### config.mk
export PLATFORM = sky130hd
export DESIGN_NAME = zcu216_mmcm_drp_reconfig
export DESIGN_NICKNAME = d
export VERILOG_FILES = /design/src/rtl/zcu216_mmcm_drp_reconfig.sv
export SDC_FILE = /design/constraint.sdc
export NUM_CORES = 1
export LEC_CHECK = 0
export BUFFER_PORTS_ARGS = -buffer_cell sky130_fd_sc_hd__buf_4
export CORE_ASPECT_RATIO = 1.4
export CORE_MARGIN = 3
export CORE_UTILIZATION = 49
export CTS_CLUSTER_SIZE = 12
export DETAILED_ROUTE_END_ITERATION = 12
export HOLD_SLACK_MARGIN = 0.03
export PLACE_DENSITY = 0.77
export SLEW_MARGIN = 0
export SYNTH_ARGS = -nofsm -noshare
export SYNTH_HDL_FRONTEND = slang
export SYNTH_SLANG_ARGS = --single-unit
### constraint.sdc
create_clock -name clk -period 2.1 [get_ports clk]
set_input_delay 0.21 -clock clk [delete_from_list [all_inputs] [get_ports clk]]
set_output_delay 0.21 -clock clk [all_outputs]
set_load 0.02 [all_outputs]
### src/rtl/zcu216_mmcm_drp_reconfig.sv
// Run-time MMCME4 reprogrammer: holds the MMCM in reset, does one DRP read-modify-write
// per streamed entry, then releases reset and waits for a synchronized LOCKED.
module zcu216_mmcm_drp_reconfig #(
  parameter int RST_HOLD     = 8,
  parameter int DRDY_TIMEOUT = 255,
  parameter int LOCK_TIMEOUT = 65535
) (
  input  logic        clk,
  input  logic        rst_n,
  input  logic        cfg_valid,
  output logic        cfg_ready,
  input  logic [6:0]  cfg_addr,
  input  logic [15:0] cfg_data,
  input  logic [15:0] cfg_mask,
  input  logic        cfg_last,
  output logic        drp_den,
  output logic        drp_dwe,
  output logic [6:0]  drp_daddr,
  output logic [15:0] drp_di,
  input  logic [15:0] drp_do,
  input  logic        drp_drdy,
  output logic        mmcm_rst,
  input  logic        mmcm_locked,
  output logic        busy,
  output logic        done,
  output logic        err,
  output logic [1:0]  err_code
);
  localparam int HW = $clog2(RST_HOLD) + 1;
  localparam int DW = $clog2(DRDY_TIMEOUT) + 1;
  localparam int LW = $clog2(LOCK_TIMEOUT) + 1;

  localparam logic [3:0] S_IDLE      = 4'd0;
  localparam logic [3:0] S_RST_HOLD  = 4'd1;
  localparam logic [3:0] S_RD_REQ    = 4'd2;
  localparam logic [3:0] S_RD_WAIT   = 4'd3;
  localparam logic [3:0] S_WR_REQ    = 4'd4;
  localparam logic [3:0] S_WR_WAIT   = 4'd5;
  localparam logic [3:0] S_AWAIT     = 4'd6;
  localparam logic [3:0] S_LOCK_WAIT = 4'd7;
  localparam logic [3:0] S_DONE      = 4'd8;

  logic [3:0]    state;
  logic [15:0]   data_q, mask_q;
  logic          last_q;
  logic [HW-1:0] hold_cnt;
  logic [DW-1:0] drdy_cnt;
  logic [LW-1:0] lock_cnt;
  logic          locked_meta, locked_sync;
  logic          accept;

  // Gated by rst_n so the handshake is closed while reset is held.
  assign cfg_ready = rst_n && (state == S_IDLE || state == S_AWAIT);
  assign accept    = cfg_valid && cfg_ready;
  assign drp_den   = (state == S_RD_REQ) || (state == S_WR_REQ);
  assign drp_dwe   = (state == S_WR_REQ);
  assign busy      = (state != S_IDLE);
  assign done      = (state == S_DONE);

  always_ff @(posedge clk or negedge rst_n) begin
    if (!rst_n) begin
      locked_meta <= 1'b0;
      locked_sync <= 1'b0;
    end else begin
      locked_meta <= mmcm_locked;
      locked_sync <= locked_meta;
    end
  end

  always_ff @(posedge clk or negedge rst_n) begin
    if (!rst_n) begin
      state     <= S_IDLE;
      drp_daddr <= '0;
      drp_di    <= '0;
      data_q    <= '0;
      mask_q    <= '0;
      last_q    <= 1'b0;
      hold_cnt  <= '0;
      drdy_cnt  <= '0;
      lock_cnt  <= '0;
      mmcm_rst  <= 1'b0;
      err       <= 1'b0;
      err_code  <= 2'd0;
    end else begin
      if (accept) begin
        drp_daddr <= cfg_addr;
        data_q    <= cfg_data;
        mask_q    <= cfg_mask;
        last_q    <= cfg_last;
      end
      case (state)
        S_IDLE: if (accept) begin
          err      <= 1'b0;
          err_code <= 2'd0;
          mmcm_rst <= 1'b1;
          hold_cnt <= '0;
          state    <= S_RST_HOLD;
        end
        S_RST_HOLD:
          if (hold_cnt == HW'(RST_HOLD - 1)) state <= S_RD_REQ;
          else hold_cnt <= hold_cnt + 1'b1;
        S_RD_REQ: begin
          drdy_cnt <= '0;
          state    <= S_RD_WAIT;
        end
        S_RD_WAIT:
          if (drp_drdy) begin
            drp_di <= (drp_do & mask_q) | (data_q & ~mask_q);
            state  <= S_WR_REQ;
          end else if (drdy_cnt == DW'(DRDY_TIMEOUT - 1)) begin
            err      <= 1'b1;
            err_code <= 2'd1;
            mmcm_rst <= 1'b0;
            state    <= S_IDLE;
          end else drdy_cnt <= drdy_cnt + 1'b1;
        S_WR_REQ: begin
          drdy_cnt <= '0;
          state    <= S_WR_WAIT;
        end
        S_WR_WAIT:
          if (drp_drdy) begin
            if (last_q) begin
              mmcm_rst <= 1'b0;
              lock_cnt <= '0;
              state    <= S_LOCK_WAIT;
            end else state <= S_AWAIT;
          end else if (drdy_cnt == DW'(DRDY_TIMEOUT - 1)) begin
            err      <= 1'b1;
            err_code <= 2'd1;
            mmcm_rst <= 1'b0;
            state    <= S_IDLE;
          end else drdy_cnt <= drdy_cnt + 1'b1;
        S_AWAIT: if (accept) state <= S_RD_REQ;
        // First 4 cycles skip LOCKED: the synchronizer may still show the pre-release value.
        S_LOCK_WAIT:
          if (lock_cnt >= LW'(4) && locked_sync) state <= S_DONE;
          else if (lock_cnt == LW'(LOCK_TIMEOUT - 1)) begin
            err      <= 1'b1;
            err_code <= 2'd2;
            state    <= S_IDLE;
          end else lock_cnt <= lock_cnt + 1'b1;
        S_DONE:  state <= S_IDLE;
        default: state <= S_IDLE;
      endcase
    end
  end
endmodule
==> run_results.csv <==
group,metric,value,unit
global_route,overflow,0,
clock_network,clk_pin_slew,0.07,ns
detailed_routing,vias,3492,
synth,synth_top_area_share,52.9,%
clock_network,worstSkewPairLatency,0.35,ns
job,drv_cap,0,
timing,setup_viol_count_final,0,
detailed_routing,firstDrtPassIters,4,
timing,tns,0,ns
clock_network,cts_sinks,96,
worst_setup_path,path_class,"flip-flop to flip-flop",
placement,post-dp-hpwl,7.16,mm
run_status,status,"finished clean",
floorplan,io_pins,93,
worst_setup_path,setup.worst_path.end_class,"flip-flop",
timing,tightest_slew,0.543,ns
synth,synth.largest_area_cell,"dfrtp_1",
floorplan,die-height,120,um
detailed_routing,wl,9.90,mm
detailed_routing,postRouteAntennaNets,0,
timing,rsz0062_at_grt,"false",
timing,post-route-period-util,95.7,%
cells_and_area,fin_nets,576,
global_route,grt.total_usage,20.0,%
synth,syn_inst,408,
floorplan,dieArea,10500,um^2
cells_and_area,fin_util,65.8,%
cells_and_area,n_antenna_cell,0,
synth,ys_ff_latch,96,
power,p_leak,0.00264,uW
synth,synth.most_common_cell,"dfrtp_1",
synth,synth_area_leaders,"dfrtp_1 (53%), mux2_2 (11%), mux2i_1 (4.4%)",
clock_network,cts_tree,"built",
worst_setup_path,cp.required,2.37,ns
floorplan,initial_core_util,51.6,%
floorplan,die_w,87.4,um
timing,max_freq,498,MHz
clock_network,cts_made_buffers,9,
synth,yosysSeqAreaShare,52.9,%
cells_and_area,drive_above_1_share,34.6,%
synth,synthFlopType,"dfrtp_1",
clock_network,clockBufferDepth,2,
detailed_routing,drtIter0Drc,154,
cells_and_area,syn2layout_area_growth,27.5,%
synth,synth_edf_count,0,
floorplan,core,8810,um^2
timing,max_slew_margin,63.3,%
worst_setup_path,worstPathMaxFanout,19,
synth,syn_nets,475,
clock_network,htreeDepth,3,
worst_setup_path,crit_arrival,2.27,ns
timing,finClkSkew,0.00785,ns
synth,synth_common_cells,"dfrtp_1 (96), mux2_2 (43), nor2_1 (34), a21oi_1 (29), mux2i_1 (20)",
power,ir_worst_vdd,0.830,mV
power,power_density,1400,nW/um^2
floorplan,rows,40,
detailed_routing,drcViolationCount,0,
synth,ys_types,54,
global_route,grt_max_degree,95,
worst_setup_path,cp-start-kind,"flip-flop",
clock_network,root_buffer,"clkbuf_16",
placement,portBuffers,92,
synth,yosysWarnings,0,
timing,period_minus_slack,2.01,ns
clock_network,post-cts-setup-buffers,0,
synth,avgSynthCellArea,11.1,um^2
synth,async_flop_share,100,%
detailed_routing,wl_per_cell,16.0,um
global_route,grt_pass1_vias,3574,
placement,gp_congestion,0.843,
timing,finalHoldViolCount,0,
global_route,grt_pass1_wl,16.6,mm
global_route,antenna_found_initial,0,
worst_hold_path,hp-class,"input port to flip-flop",
detailed_routing,viasPerCell,5.64,
timing,maxSlewViolCount,0,
synth,synth_area,4540,um^2
## registers in the layout, indices dropped and copies added, names as in the netlist
signal and flops:
data_q 16, drdy_cnt 9, drp_daddr 7, drp_di 16, err 1, err_code 2, hold_cnt 4, last_q 1
lock_cnt 17, locked_meta 1, locked_sync 1, mask_q 16, mmcm_rst 1, state 4
## per-stage QoR
| step | worst slack (ns) | hold WS (ns) | instance area [um^2] | power [uW] | instances |
|---|---|---|---|---|---|
| 2_1_floorplan | 0.146 | -0.0856 | 4540 | 5140 | 408 |
| 3_3_place_gp | 0.108 | 0.0452 | 5430 | 6210 | 601 |
| 3_5_place_dp | 0.0865 | 0.0453 | 5430 | 6340 | 601 |
| 4_1_cts | 0.0366 | 0.0843 | 5780 | 8190 | 619 |
| 5_1_grt | 0.0132 | 0.0797 | 5790 | 8680 | 619 |
| 6_report | 0.0910 | 0.0905 | 5790 | 8140 | 619 |
## path summary, 6_finish.rpt
check	start	endpoint	slack [ns]	cells after the start
min in group asynchronous	rst_n	mmcm_rst	0.23	2
worst min-delay path	cfg_data[15]	data_q[15]	0.09	2
worst max register to register	lock_cnt[8]	lock_cnt[14]	0.09	6
worst max-delay path	lock_cnt[8]	lock_cnt[14]	0.09	6
max in group asynchronous	rst_n	lock_cnt[11]	1.16	3
worst min register to register	locked_meta	locked_sync	0.36	0
## cell type report
type / count / area, um^2
flip-flops and latches: 96 / 2400
inverters: 9 / 36.3
clock buffers: 11 / 253
multi-input cells: 282 / 2020
clock inverters: 5 / 85.1
well taps: 105 / 131
fillers: 701 / 3020
repair buffers: 111 / 863
## what timing repair did
item                       CTS  global route
setup endpoints to repair    0            10
gates resized for setup      0             4
hold buffers                 2             0
hold endpoints to repair     3             0
## cell families after synthesis
| kind of cell | after synthesis | synth area share, % |
|---|---|---|
| AOI/OAI and AO/OA | 73 | 10.4 |
| xor gates and xnor gates | 8 | 1.54 |
| adders and majority gates | 6 | 1.65 |
| buffers and inverters | 30 | 2.92 |
| DFF | 96 | 52.9 |
| muxes | 63 | 15.1 |
| and+or+nand+nor | 132 | 15.5 |
## critical path, stage by stage (launching register included)
cell	delay [ns]
dfrtp_1	0.43
nor4_1	0.30
and4_1	0.28
or2_4	0.15
inv_4	0.07
or4_1	0.52
a21oi_1	0.17
## layout by cell type, fill, tap and decap left out, types with 6 or more instances in the layout
cell type	netlist	final
buf_4	0	107
o21ai_0	9	9
dfrtp_1	96	94
or4_1	6	6
nand3_1	12	12
nand4_1	16	16
nand2_1	19	19
nor3_1	9	7
nor2_1	34	34
o31ai_1	7	7
mux2_2	43	43
xor2_1	7	7
ha_1	6	6
a21oi_1	29	29
clkbuf_16	0	9
and3_1	6	6
inv_1	8	8
mux2i_1	20	20
## layer usage
layer / GRT usage (%) / wire length, um
met5: 0 / 0
met3: 6.87 / 592
met1: 23.7 / 4050
met2: 33.0 / 5130
met4: 7.58 / 138
## power breakdown
part	leakage [uW]	switching, uW	internal [uW]
clock network	0.000163	723	1120
registers	0.00116	567	2640
logic	0.00132	1560	1520
(Power assumes the default switching activity.)
